`src/rtl/regfile_sb_pkg.sv`:
```
// ---------------------------------------------------------------------------
// regfile_sb_pkg
// Shared constants and types for the scoreboarded register file.
//   DEFAULT_DATA_W / DEFAULT_NUM_REGS : default geometry of the GPR file
//   ZERO_WORD                         : all-zero data word
//   REG_ZERO_ADDR                     : address of the hard-wired zero register
//   reg_addr_t                        : register address sized for the default depth
// ---------------------------------------------------------------------------
package regfile_sb_pkg;

  localparam int DEFAULT_DATA_W   = 32;
  localparam int DEFAULT_NUM_REGS = 32;
  localparam int DEFAULT_AW       = $clog2(DEFAULT_NUM_REGS);

  localparam logic [DEFAULT_DATA_W-1:0] ZERO_WORD     = '0;
  localparam logic [DEFAULT_AW-1:0]     REG_ZERO_ADDR = '0;

  typedef logic [DEFAULT_AW-1:0] reg_addr_t;

endpackage

```
`src/rtl/regfile_sb_scoreboard.sv`:
```
// ---------------------------------------------------------------------------
// regfile_scoreboard
// Per-register pending-write tracker. A register becomes busy when an
// instruction writing it issues and is released when its writeback arrives.
//   CLK, RST      : clock, synchronous active-high reset
//   i_wr_vld      : per write port, write is enabled and actually lands
//   i_waddr       : write addresses, NUM_WR x AW packed
//   i_issue_en    : mark i_issue_addr pending
//   i_issue_addr  : destination of the issued instruction
//   i_flush       : clear every pending mark
//   o_busy        : busy vector, one bit per register
//   o_busy_cnt    : registered number of busy registers
// ---------------------------------------------------------------------------
module regfile_scoreboard
  import regfile_sb_pkg::*;
#(
  parameter int NUM_REGS = DEFAULT_NUM_REGS,
  parameter int NUM_WR   = 1,
  parameter bit ZERO_REG = 1'b1,
  localparam int AW      = $clog2(NUM_REGS)
) (
  input  logic                 CLK,
  input  logic                 RST,
  input  logic [NUM_WR-1:0]    i_wr_vld,
  input  logic [NUM_WR*AW-1:0] i_waddr,
  input  logic                 i_issue_en,
  input  logic [AW-1:0]        i_issue_addr,
  input  logic                 i_flush,
  output logic [NUM_REGS-1:0]  o_busy,
  output logic [AW:0]          o_busy_cnt
);

  localparam int CW = AW + 1;

  logic [NUM_REGS-1:0] r_busy;
  logic [NUM_REGS-1:0] w_busy_nxt;
  logic [CW-1:0]       r_busy_cnt;
  logic [CW-1:0]       w_cnt_nxt;

  // Priority is encoded by assignment order: clear, then issue, then flush,
  // so each later rule overrides the earlier ones.
  // NOTE: every always_comb output gets a default first so no path leaves it
  // unassigned, which would otherwise infer a latch.
  always_comb begin
    w_busy_nxt = r_busy;
    for (int i = 0; i < NUM_REGS; i++) begin
      for (int w = 0; w < NUM_WR; w++) begin
        if (i_wr_vld[w] && (i_waddr[w*AW +: AW] == AW'(i))) begin
          w_busy_nxt[i] = 1'b0;
        end
      end
    end
    // Issue beats a same-cycle writeback: that write belongs to the older producer.
    if (i_issue_en && !(ZERO_REG && (i_issue_addr == AW'(REG_ZERO_ADDR)))) begin
      w_busy_nxt[i_issue_addr] = 1'b1;
    end
    if (i_flush) begin
      w_busy_nxt = '0;
    end

    // Count the next state so the registered count lines up with busy itself.
    w_cnt_nxt = '0;
    for (int i = 0; i < NUM_REGS; i++) begin
      w_cnt_nxt = w_cnt_nxt + CW'(w_busy_nxt[i]);
    end
  end

  // NOTE: sequential state is assigned with <= so every flop samples the
  // pre-edge values regardless of statement order.
  always_ff @(posedge CLK) begin
    if (RST) begin
      r_busy     <= '0;
      r_busy_cnt <= '0;
    end else begin
      r_busy     <= w_busy_nxt;
      r_busy_cnt <= w_cnt_nxt;
    end
  end

  assign o_busy     = r_busy;
  assign o_busy_cnt = r_busy_cnt;

endmodule

```
`src/rtl/regfile_sb.sv`:
```
// ---------------------------------------------------------------------------
// regfile_sb
// Multi-port register file with write-through bypass and a pending-write
// scoreboard for decode-stage stall detection.
//   CLK, RST    : clock, synchronous active-high reset
//   WEN/WADDR/WDATA : NUM_WR write ports (packed, port 0 in the LSBs)
//   REN/RADDR   : NUM_RD read ports
//   RDATA       : combinational read data, bypassed from same-cycle writes
//   RBUSY       : read target still awaits its writeback
//   ISSUE_EN/ISSUE_ADDR : mark a destination register pending
//   FLUSH       : drop every pending mark
//   BUSY_CNT    : registered count of pending registers
// ---------------------------------------------------------------------------
module regfile_sb
  import regfile_sb_pkg::*;
#(
  parameter int DATA_W   = DEFAULT_DATA_W,
  parameter int NUM_REGS = DEFAULT_NUM_REGS,
  parameter int NUM_RD   = 2,
  parameter int NUM_WR   = 1,
  parameter bit ZERO_REG = 1'b1,
  localparam int AW      = $clog2(NUM_REGS)
) (
  input  logic                     CLK,
  input  logic                     RST,
  input  logic [NUM_WR-1:0]        WEN,
  input  logic [NUM_WR*AW-1:0]     WADDR,
  input  logic [NUM_WR*DATA_W-1:0] WDATA,
  input  logic [NUM_RD-1:0]        REN,
  input  logic [NUM_RD*AW-1:0]     RADDR,
  output logic [NUM_RD*DATA_W-1:0] RDATA,
  output logic [NUM_RD-1:0]        RBUSY,
  input  logic                     ISSUE_EN,
  input  logic [AW-1:0]            ISSUE_ADDR,
  input  logic                     FLUSH,
  output logic [AW:0]              BUSY_CNT
);

  logic [DATA_W-1:0]   r_regs [NUM_REGS];
  logic [NUM_WR-1:0]   w_wr_vld;
  logic [NUM_REGS-1:0] w_busy;
  logic [NUM_RD-1:0]   w_hit;
  logic [DATA_W-1:0]   w_byp [NUM_RD];

  // A write to the zero register is dropped everywhere: array, bypass and scoreboard.
  always_comb begin
    for (int w = 0; w < NUM_WR; w++) begin
      w_wr_vld[w] = WEN[w] && !(ZERO_REG && (WADDR[w*AW +: AW] == AW'(REG_ZERO_ADDR)));
    end
  end

  // NOTE: the array is reset explicitly because reads after reset must return
  // zero; this keeps it in flops rather than a RAM macro.
  // Ascending port order lets the highest-index port win a same-address write.
  always_ff @(posedge CLK) begin
    if (RST) begin
      for (int i = 0; i < NUM_REGS; i++) begin
        r_regs[i] <= DATA_W'(ZERO_WORD);
      end
    end else begin
      for (int w = 0; w < NUM_WR; w++) begin
        if (w_wr_vld[w]) begin
          r_regs[WADDR[w*AW +: AW]] <= WDATA[w*DATA_W +: DATA_W];
        end
      end
    end
  end

  // Bypass: find the highest-index enabled write hitting each read address.
  always_comb begin
    for (int r = 0; r < NUM_RD; r++) begin
      w_hit[r] = 1'b0;
      w_byp[r] = DATA_W'(ZERO_WORD);
      for (int w = 0; w < NUM_WR; w++) begin
        if (w_wr_vld[w] && (WADDR[w*AW +: AW] == RADDR[r*AW +: AW])) begin
          w_hit[r] = 1'b1;
          w_byp[r] = WDATA[w*DATA_W +: DATA_W];
        end
      end
    end
  end

  // A bypass hit means the producer is writing back right now, so it is not busy.
  always_comb begin
    RDATA = '0;
    RBUSY = '0;
    for (int r = 0; r < NUM_RD; r++) begin
      if (!RST && REN[r] &&
          !(ZERO_REG && (RADDR[r*AW +: AW] == AW'(REG_ZERO_ADDR)))) begin
        RDATA[r*DATA_W +: DATA_W] = w_hit[r] ? w_byp[r] : r_regs[RADDR[r*AW +: AW]];
        RBUSY[r]                  = w_busy[RADDR[r*AW +: AW]] && !w_hit[r];
      end
    end
  end

  regfile_scoreboard #(
    .NUM_REGS (NUM_REGS),
    .NUM_WR   (NUM_WR),
    .ZERO_REG (ZERO_REG)
  ) u_scoreboard (
    .CLK          (CLK),
    .RST          (RST),
    .i_wr_vld     (w_wr_vld),
    .i_waddr      (WADDR),
    .i_issue_en   (ISSUE_EN),
    .i_issue_addr (ISSUE_ADDR),
    .i_flush      (FLUSH),
    .o_busy       (w_busy),
    .o_busy_cnt   (BUSY_CNT)
  );

endmodule

```
`config.mk`:
```
export PLATFORM = sky130hd
export DESIGN_NAME = regfile_sb
export DESIGN_NICKNAME = d
export VERILOG_FILES = /design/src/rtl/regfile_sb_pkg.sv /design/src/rtl/regfile_sb_scoreboard.sv /design/src/rtl/regfile_sb.sv
export SDC_FILE = /design/constraint.sdc
export NUM_CORES = 2
export LEC_CHECK = 0
export BUFFER_PORTS_ARGS = -buffer_cell sky130_fd_sc_hd__clkbuf_2
export CAP_MARGIN = 20
export CORE_ASPECT_RATIO = 1.5
export CORE_MARGIN = 3
export CORE_UTILIZATION = 40
export DETAILED_ROUTE_END_ITERATION = 12
export PLACE_DENSITY = 0.59
export RECOVER_POWER = 50
export SLEW_MARGIN = 20
export SYNTH_ARGS = -nofsm -noshare
export SYNTH_HDL_FRONTEND = slang
export SYNTH_SLANG_ARGS = --single-unit
```
`constraint.sdc`:
```
create_clock -name CLK -period 14.5 [get_ports CLK]
set_input_delay 3.625 -clock CLK [delete_from_list [all_inputs] [get_ports CLK]]
set_output_delay 3.625 -clock CLK [all_outputs]
set_load 0.005 [all_outputs]
```
* Word level (Yosys, flattened, before mapping)
Memory sizes are Yosys's and may differ from the RTL's.
Index checks and enable logic that the tools add are counted.
W data, S select, Z words.
** Operators by class
- Add/subtract/negate cells :: 31
- Magnitude comparators :: 4
- Equality and inequality tests :: 33
- Mux-type cells :: 58
- Bitwise operators :: 1
- Reductions and logical operators :: 55
** Operator list (count)
- $mux W32 :: 9
- $add A6 B1 Y6 :: 30
- $eq A5 B5 Y1 const B :: 16
- $mux W1 :: 45
- $logic_and A1 B1 Y1 :: 43
- $eq A5 B4 Y1 const B :: 8
- $or A32 B32 Y32 :: 1
- $reduce_or A32 Y1 :: 1
- $eq A5 B3 Y1 const B :: 4
- $logic_not A5 Y1 :: 4
- $lt A5 B6 Y1 const B :: 3
- $bmux W1 S5 :: 2
- $eq A5 B2 Y1 const B :: 2
- $eq A5 B5 Y1 :: 2
- $logic_not A1 Y1 :: 7
- $demux W1 S5 :: 1
- $eq A5 B1 Y1 const B :: 1
- $ge A5 B1 Y1 const B :: 1
- $mux W5 :: 1
- $add A1 B1 Y2 :: 1
** Word-level totals
- Bits in registers :: 38
- RAM bits :: 1024
- Input bits :: 59
- Output and inout port bits :: 72
- Word-level logic and storage cells :: 185
- Memories :: 1
** Memory list
- r_regs :: depth 32, bits a word 32, read ports 2, clocked after memory_dff 0, write ports 32, line regfile_sb.sv:39 : logic [DATA_W-1:0] r_regs [NUM_REGS];

* Depth between registers and ports, before layout
- Depth in word-level cells :: 39
- Depth in mapped cells :: 23
- Gate-level depth less buffers :: 21

* Hierarchy
From an unflattened synthesis, not the netlist that was laid out.
** Second synthesis, totals
- Cells, all modules :: 4208
- Area, all modules :: 58248.4 µm²
** Modules (own cells, without submodules)
- regfile_sb :: instances 1, cells each 3941, area an instance 55725.9 µm², seq. area each 30749.5 µm²
- regfile_scoreboard :: instances 1, cells each 267, area an instance 2522.4 µm², seq. area each 760.7 µm²

* Worst setup path after synthesis
Ideal clock, no wire load.
- Kind :: input to register
- Start point :: in WADDR[4]
- End point :: reg u_scoreboard.r_busy_cnt[4], in the netlist u_scoreboard.o_busy_cnt[4]
- Setup time :: 0.128 ns
- Data arrival time :: 8.895 ns
- Required time :: 14.372 ns
- Setup slack :: 5.477 ns
- Cell stages on the path :: 23
- Buffers on the path :: 2
- Cell sequence :: buf_2 clkbuf_1 nor4bb_1 nand2_1 a22oi_1 or2_2 fa_1 inv_1 fa_1 inv_1 fa_1 fa_1 fa_1 inv_1 fa_1 fa_1 inv_1 fa_1 inv_1 a21o_1 a21oi_1 xor2_1 nor2_1
** Between the ends
- Longest elaborated chain between the ends :: 39
- Elaborated cells between the ends (all ways) :: 132
- Those cells by class :: add/sub (31); eq/ne (31); mux (34); bitwise (1); reduce/logical (35)
** RTL lines
- start, declared :: line regfile_sb.sv:27 : input logic [NUM_WR*AW-1:0] WADDR,
- $logic_not A5 Y1 :: line regfile_sb_scoreboard.sv:48, regfile_sb.sv:48
- $logic_not A1 Y1 :: line regfile_sb.sv:48 : w_wr_vld[w] = WEN[w] && !(ZERO_REG && (WADDR[w*AW +: AW] == AW'(REG_ZERO_ADDR)));
- $logic_and A1 B1 Y1 :: line regfile_sb.sv:48
- $logic_and A1 B1 Y1 :: line regfile_sb_scoreboard.sv:48 : if (i_wr_vld[w] && (i_waddr[w*AW +: AW] == AW'(i))) begin
- $mux W1 :: line regfile_sb_scoreboard.sv:48
- $or A32 B32 Y32 (no source line)
- $mux W32 * :: line regfile_sb_scoreboard.sv:54 : if (i_issue_en && !(ZERO_REG && (i_issue_addr == AW'(REG_ZERO_ADDR)))) begin
- $mux W32 * :: line regfile_sb_scoreboard.sv:57 : if (i_flush) begin
- $add A1 B1 Y2 :: line regfile_sb_scoreboard.sv:64 : w_cnt_nxt = w_cnt_nxt + CW'(w_busy_nxt[i]);
- $add A6 B1 Y6 (29 in series) :: line regfile_sb_scoreboard.sv:64
- $add A6 B1 Y6 * :: line regfile_sb_scoreboard.sv:64
- end signal, assigned :: line regfile_sb_scoreboard.sv:76 : r_busy_cnt <= w_cnt_nxt;
- end, declared :: line regfile_sb_scoreboard.sv:37 : logic [CW-1:0] r_busy_cnt;
Every way passes the cells marked *; elsewhere a longest branch is shown, timed or not.
A chain may end at the register's enable or synchronous reset.

* Worst setup path in the final report
- Start point :: in RADDR[2]
- End point :: out RDATA[22]
** Between the ends
- Longest elaborated chain between the ends :: 5
- Elaborated cells between the ends (all ways) :: 10
- Those cells by class :: eq/ne (1); mux (4); reduce/logical (4); memory (1)
** RTL lines
- start, declared :: line regfile_sb.sv:30 : input logic [NUM_RD*AW-1:0] RADDR,
- branches (longest 4 deep; another with $mem_v2 Z32 W32)
- $mux W32 * :: line regfile_sb.sv:88 : if (!RST && REN[r] &&
- end, declared :: line regfile_sb.sv:31 : output logic [NUM_RD*DATA_W-1:0] RDATA,
Every way passes the cells marked *.

==> metrics.md <==
| Metric | Value |
|---|---|
| Logic pwr share | `13.0%` |
| Cell Area, Synth | `0.05909 mm²` |
| Via count | `41500` |
| Crit-path max cell delay | `850 ps` |
| Sw frac | `26.55%` |
| Seq cells post-synth | `1062` |
| CTS Buf Count | `103` |
| Min-delay src | `u_scoreboard.o_busy[7]$_SDFF_PP0_` |
| CTS H-tree lvls | `3` |
| CP Class | `input port to output pin` |
| Power Dens Cells | `113.3 mW/mm²` |
| Max-cap violations | `41` |
| Number of distinct library cells after synthesis | `59` |
| Reg-to-reg critical path startpoint | `u_scoreboard.o_busy[1]$_SDFF_PP0_` |
| TritonRoute pass-1 iters | `6` |
| Root Driver | `clkbuf_16` |
| First-pass GRT wire length | `327100 µm` |
| Buf+Inv Stages, Crit Path | `4` |
| Total chip power | `0.007347 W` |
| Fraction of the yosys area taken by sequential cells | `53.33%` |
| Multi-input gate area | `0.02587 mm²` |
| Post-DP HPWL | `134500 µm` |
| Async SR Flop Fraction | `0%` |
| Min-Delay Path Class | `register to register` |
| Max_slew headroom | `-193.8%` |
| XOR/XNOR Fraction of Synth Area | `0.1779%` |
| Std cell rows | `172` |
| Worst reg2reg setup slack | `9050 ps` |
| Largest net degree at the start of global routing | `88` |
| Worst-Skew Late Latency | `720 ps` |
| Reg clk slew, reported paths | `60 ps` |
| Number of global-route vias before repair | `41020` |
| Nets | `4435` |
| Layout filler cell count | `13120` |
| Crit path launch type | `input port` |
| Hold Buf Count CTS | `0` |
| WL/cell | `37.74 µm` |
| Reg2Reg Depth | `19` |
| Sequential share of power | `49.3%` |
| DRC | `0` |
| PortBufs | `130` |
| CTS tree | `done` |
| Die H | `476.7 µm` |
| Gr ovfl total | `0` |
| Clock network fraction of total power | `37.6%` |
| Ys Warns | `0` |
| Max Clk Rate | `88.86 MHz` |
| Core area | `0.1466 mm²` |
| Post-CTS Setup Bufs | `0` |
| Syn_area_per_cell | `13.44 µm²` |
| Worst EP required | `10880 ps` |
| Share of cells above drive strength 1 | `17.86%` |
| Final Wtd Congestion | `0.8658` |
| Leakage | `23.29 nW` |
| Skew final | `4.459 ps` |
| Setup_tns | `0 ps` |
| WHS Endpoint | `u_scoreboard.o_busy[7]$_SDFF_PP0_` |
| FF/Latch Area | `0.03151 mm²` |
| Worst path slowest cell | `o21ai_1` |
| Data arrival, critical path | `7630 ps` |
| Final WL | `240100 µm` |
| Hold path cells | `2` |
| Post-cts resize count | `0` |
| Total track usage | `30.88%` |
| Num ports | `131` |
| # setup viols final | `0` |
| RSZ-0062 raised after global routing | `no` |
| Outcome | `finished with violations` |
| Measured slew at the worst slew-check pin | `4407 ps` |
| Largest family of logic cells by synthesized area | `multiplexers` |
| Kind of end point of the critical path | `output pin` |
| Vias per inst | `6.524` |
| Synth Flop Type | `edfxtp_1` |
| Clock Path Buffers | `3` |
| Failing checks | `capacitance limit, slew limit` |
| Critical path, cell by cell | `buf_8, clkinv_2, buf_4, o21ai_1, nand3_1, a22o_1, clkbuf_2` |
| Synth Area in Adders | `0.9825%` |
| Simple-Gate Fraction of Synth Area | `13.83%` |
| Reg2reg end | `u_scoreboard.o_busy_cnt[4]$_SDFF_PP0_` |
| Max-slew violation count | `1137` |
| Initial antenna violation count | `31` |
| Fin crit share | `77.61%` |
| Max IR drop VDD | `94.76 µV` |
| Clk sink count | `1062` |
| Net Sw Power | `0.001950 W` |
| Min Clock Period, post-route | `11250 ps` |
| Worst-path fanout max | `53` |
| Die area | `0.1525 mm²` |
| Initial Util | `40.32%` |
| Synth Instances | `4396` |
| Iteration-0 DRC Markers | `5835` |
| Multiplexer area fraction after synthesis | `20.95%` |
| Area delta synth->final | `9.789%` |
| Synth Area in Compound Gates | `7.005%` |
| Die width | `319.8 µm` |
| Delay-heaviest family, CP | `buffers and inverters` |
| Post-synth EDFFs | `1024` |
| Final Hold Viols | `0` |
| Post-route ant nets | `0` |
| Int Power | `0.005397 W` |
-- area by class of cell --
type | count | area share (%)
multi-input combinational | 2887 | 39.88
sequential | 1062 | 48.57
clock inverter | 62 | 0.9335
antenna | 18 | 0.06943
clock buffer | 128 | 4.183
timing repair buffer | 258 | 2.478
tap | 1914 | 3.691
inverter | 32 | 0.1909
-- worst min-delay path: cells and delay by family, from the launching register on --
kind / cells / cell delay, ps
flip-flops: 1 / 350
AND/OR/NAND/NOR: 1 / 120
AO/OA/AOI/OAI: 1 / 100
-- power groups by stage --
stage,clock network [W],registers [W],logic (W)
detailed placement,0,0.00368,0.000940
floorplan,0,0.00365,0.000570
global placement,0,0.00367,0.000940
global route,0.00290,0.00364,0.000980
CTS,0.00278,0.00361,0.000942
finish,0.00277,0.00362,0.000957
-- cells in the final DEF (no fill, tap or decap), drive strengths merged, types with 16 or more instances in the layout --
cell type / count
inv: 33
a2bb2oi: 39
nor2: 67
nand3: 34
nor2b: 34
a221oi: 36
buf: 105
diode: 18
a22o: 76
o21ai: 60
a311oi: 25
nand2b: 21
nand2: 214
a31oi: 30
a21oi: 67
edfxtp: 1024
clkinv: 45
mux2i: 512
fa: 24
conb: 32
clkbuf: 281
or2: 16
and2: 1003
nor3: 17
mux4: 319
a22oi: 146
dfxtp: 38
-- cell usage after synthesis (all sizes together) (14+ instances only) --
cell type  count  share of area (%)
nand2        214                1.4
fa            24               0.81
clkbuf       277                1.8
mux2i        512                8.7
edfxtp      1024                 52
o21bai        14               0.18
nor2          67               0.43
a31oi         30               0.32
and2        1003                 11
a2bb2oi       39               0.58
nor3          17               0.14
dfxtp         38                1.3
a311oi        25               0.37
o21ai         60               0.51
mux4         319                 12
nor2b         34               0.36
a221oi        36               0.67
nand3         34               0.29
buf          169                1.8
a22o          76                1.1
or2           16               0.17
a22oi        146                1.9
nand2b        21               0.22
a21oi         67               0.57
inv           31               0.20
-- metal layers --
layer,part of all wire [%],global-route usage (%)
met1,35,37.01
met2,47,50.31
met3,11,6.783
met4,7.6,19.90
met5,0.024,0
-- logic make-up after synthesis --
| logic type | count (synthesis) |
|---|---|
| fa+ha+maj | 32 |
| buf+inv | 478 |
| other cells | 1 |
| xor+xnor | 12 |
| compound gates | 550 |
| mux | 837 |
| simple gates | 1424 |
| flops | 1062 |
-- flip-flops by register name, indices dropped and copies added, names as in the netlist --
signal,flops
u_scoreboard.o_busy_cnt,6
u_scoreboard.o_busy,32
r_regs,1024
-- worst max path at each step --
stage                  start                                     to  slack (ps)  cells after the start
global placement    RADDR[2]                              RDATA[22]        2710                      7
global route        RADDR[2]                              RDATA[22]        3320                      7
finish              RADDR[2]                              RDATA[22]        3250                      7
CTS                 RADDR[2]                              RDATA[22]        3340                      7
detailed placement  RADDR[2]                              RDATA[22]        3340                      7
floorplan           WADDR[4]  u_scoreboard.o_busy_cnt[4]$_SDFF_PP0_        5480                     23
-- metrics by stage --
stage | utilization [%] | setup WS [ps] | hold WS, ps | std cells | instance area, µm²
global placement | 42.16 | 2712 | 583.4 | 6151 | 61780
global route | 44.24 | 3318 | 673.3 | 6346 | 64840
floorplan | - | 5477 | 529.2 | 4427 | 59210
CTS | 44.44 | 3344 | 619.3 | 6343 | 65130
detailed placement | 42.17 | 3339 | 604.9 | 6153 | 61810
finish | 44.27 | 3247 | 617.8 | 6361 | 64870
(Power assumes the default switching activity.)
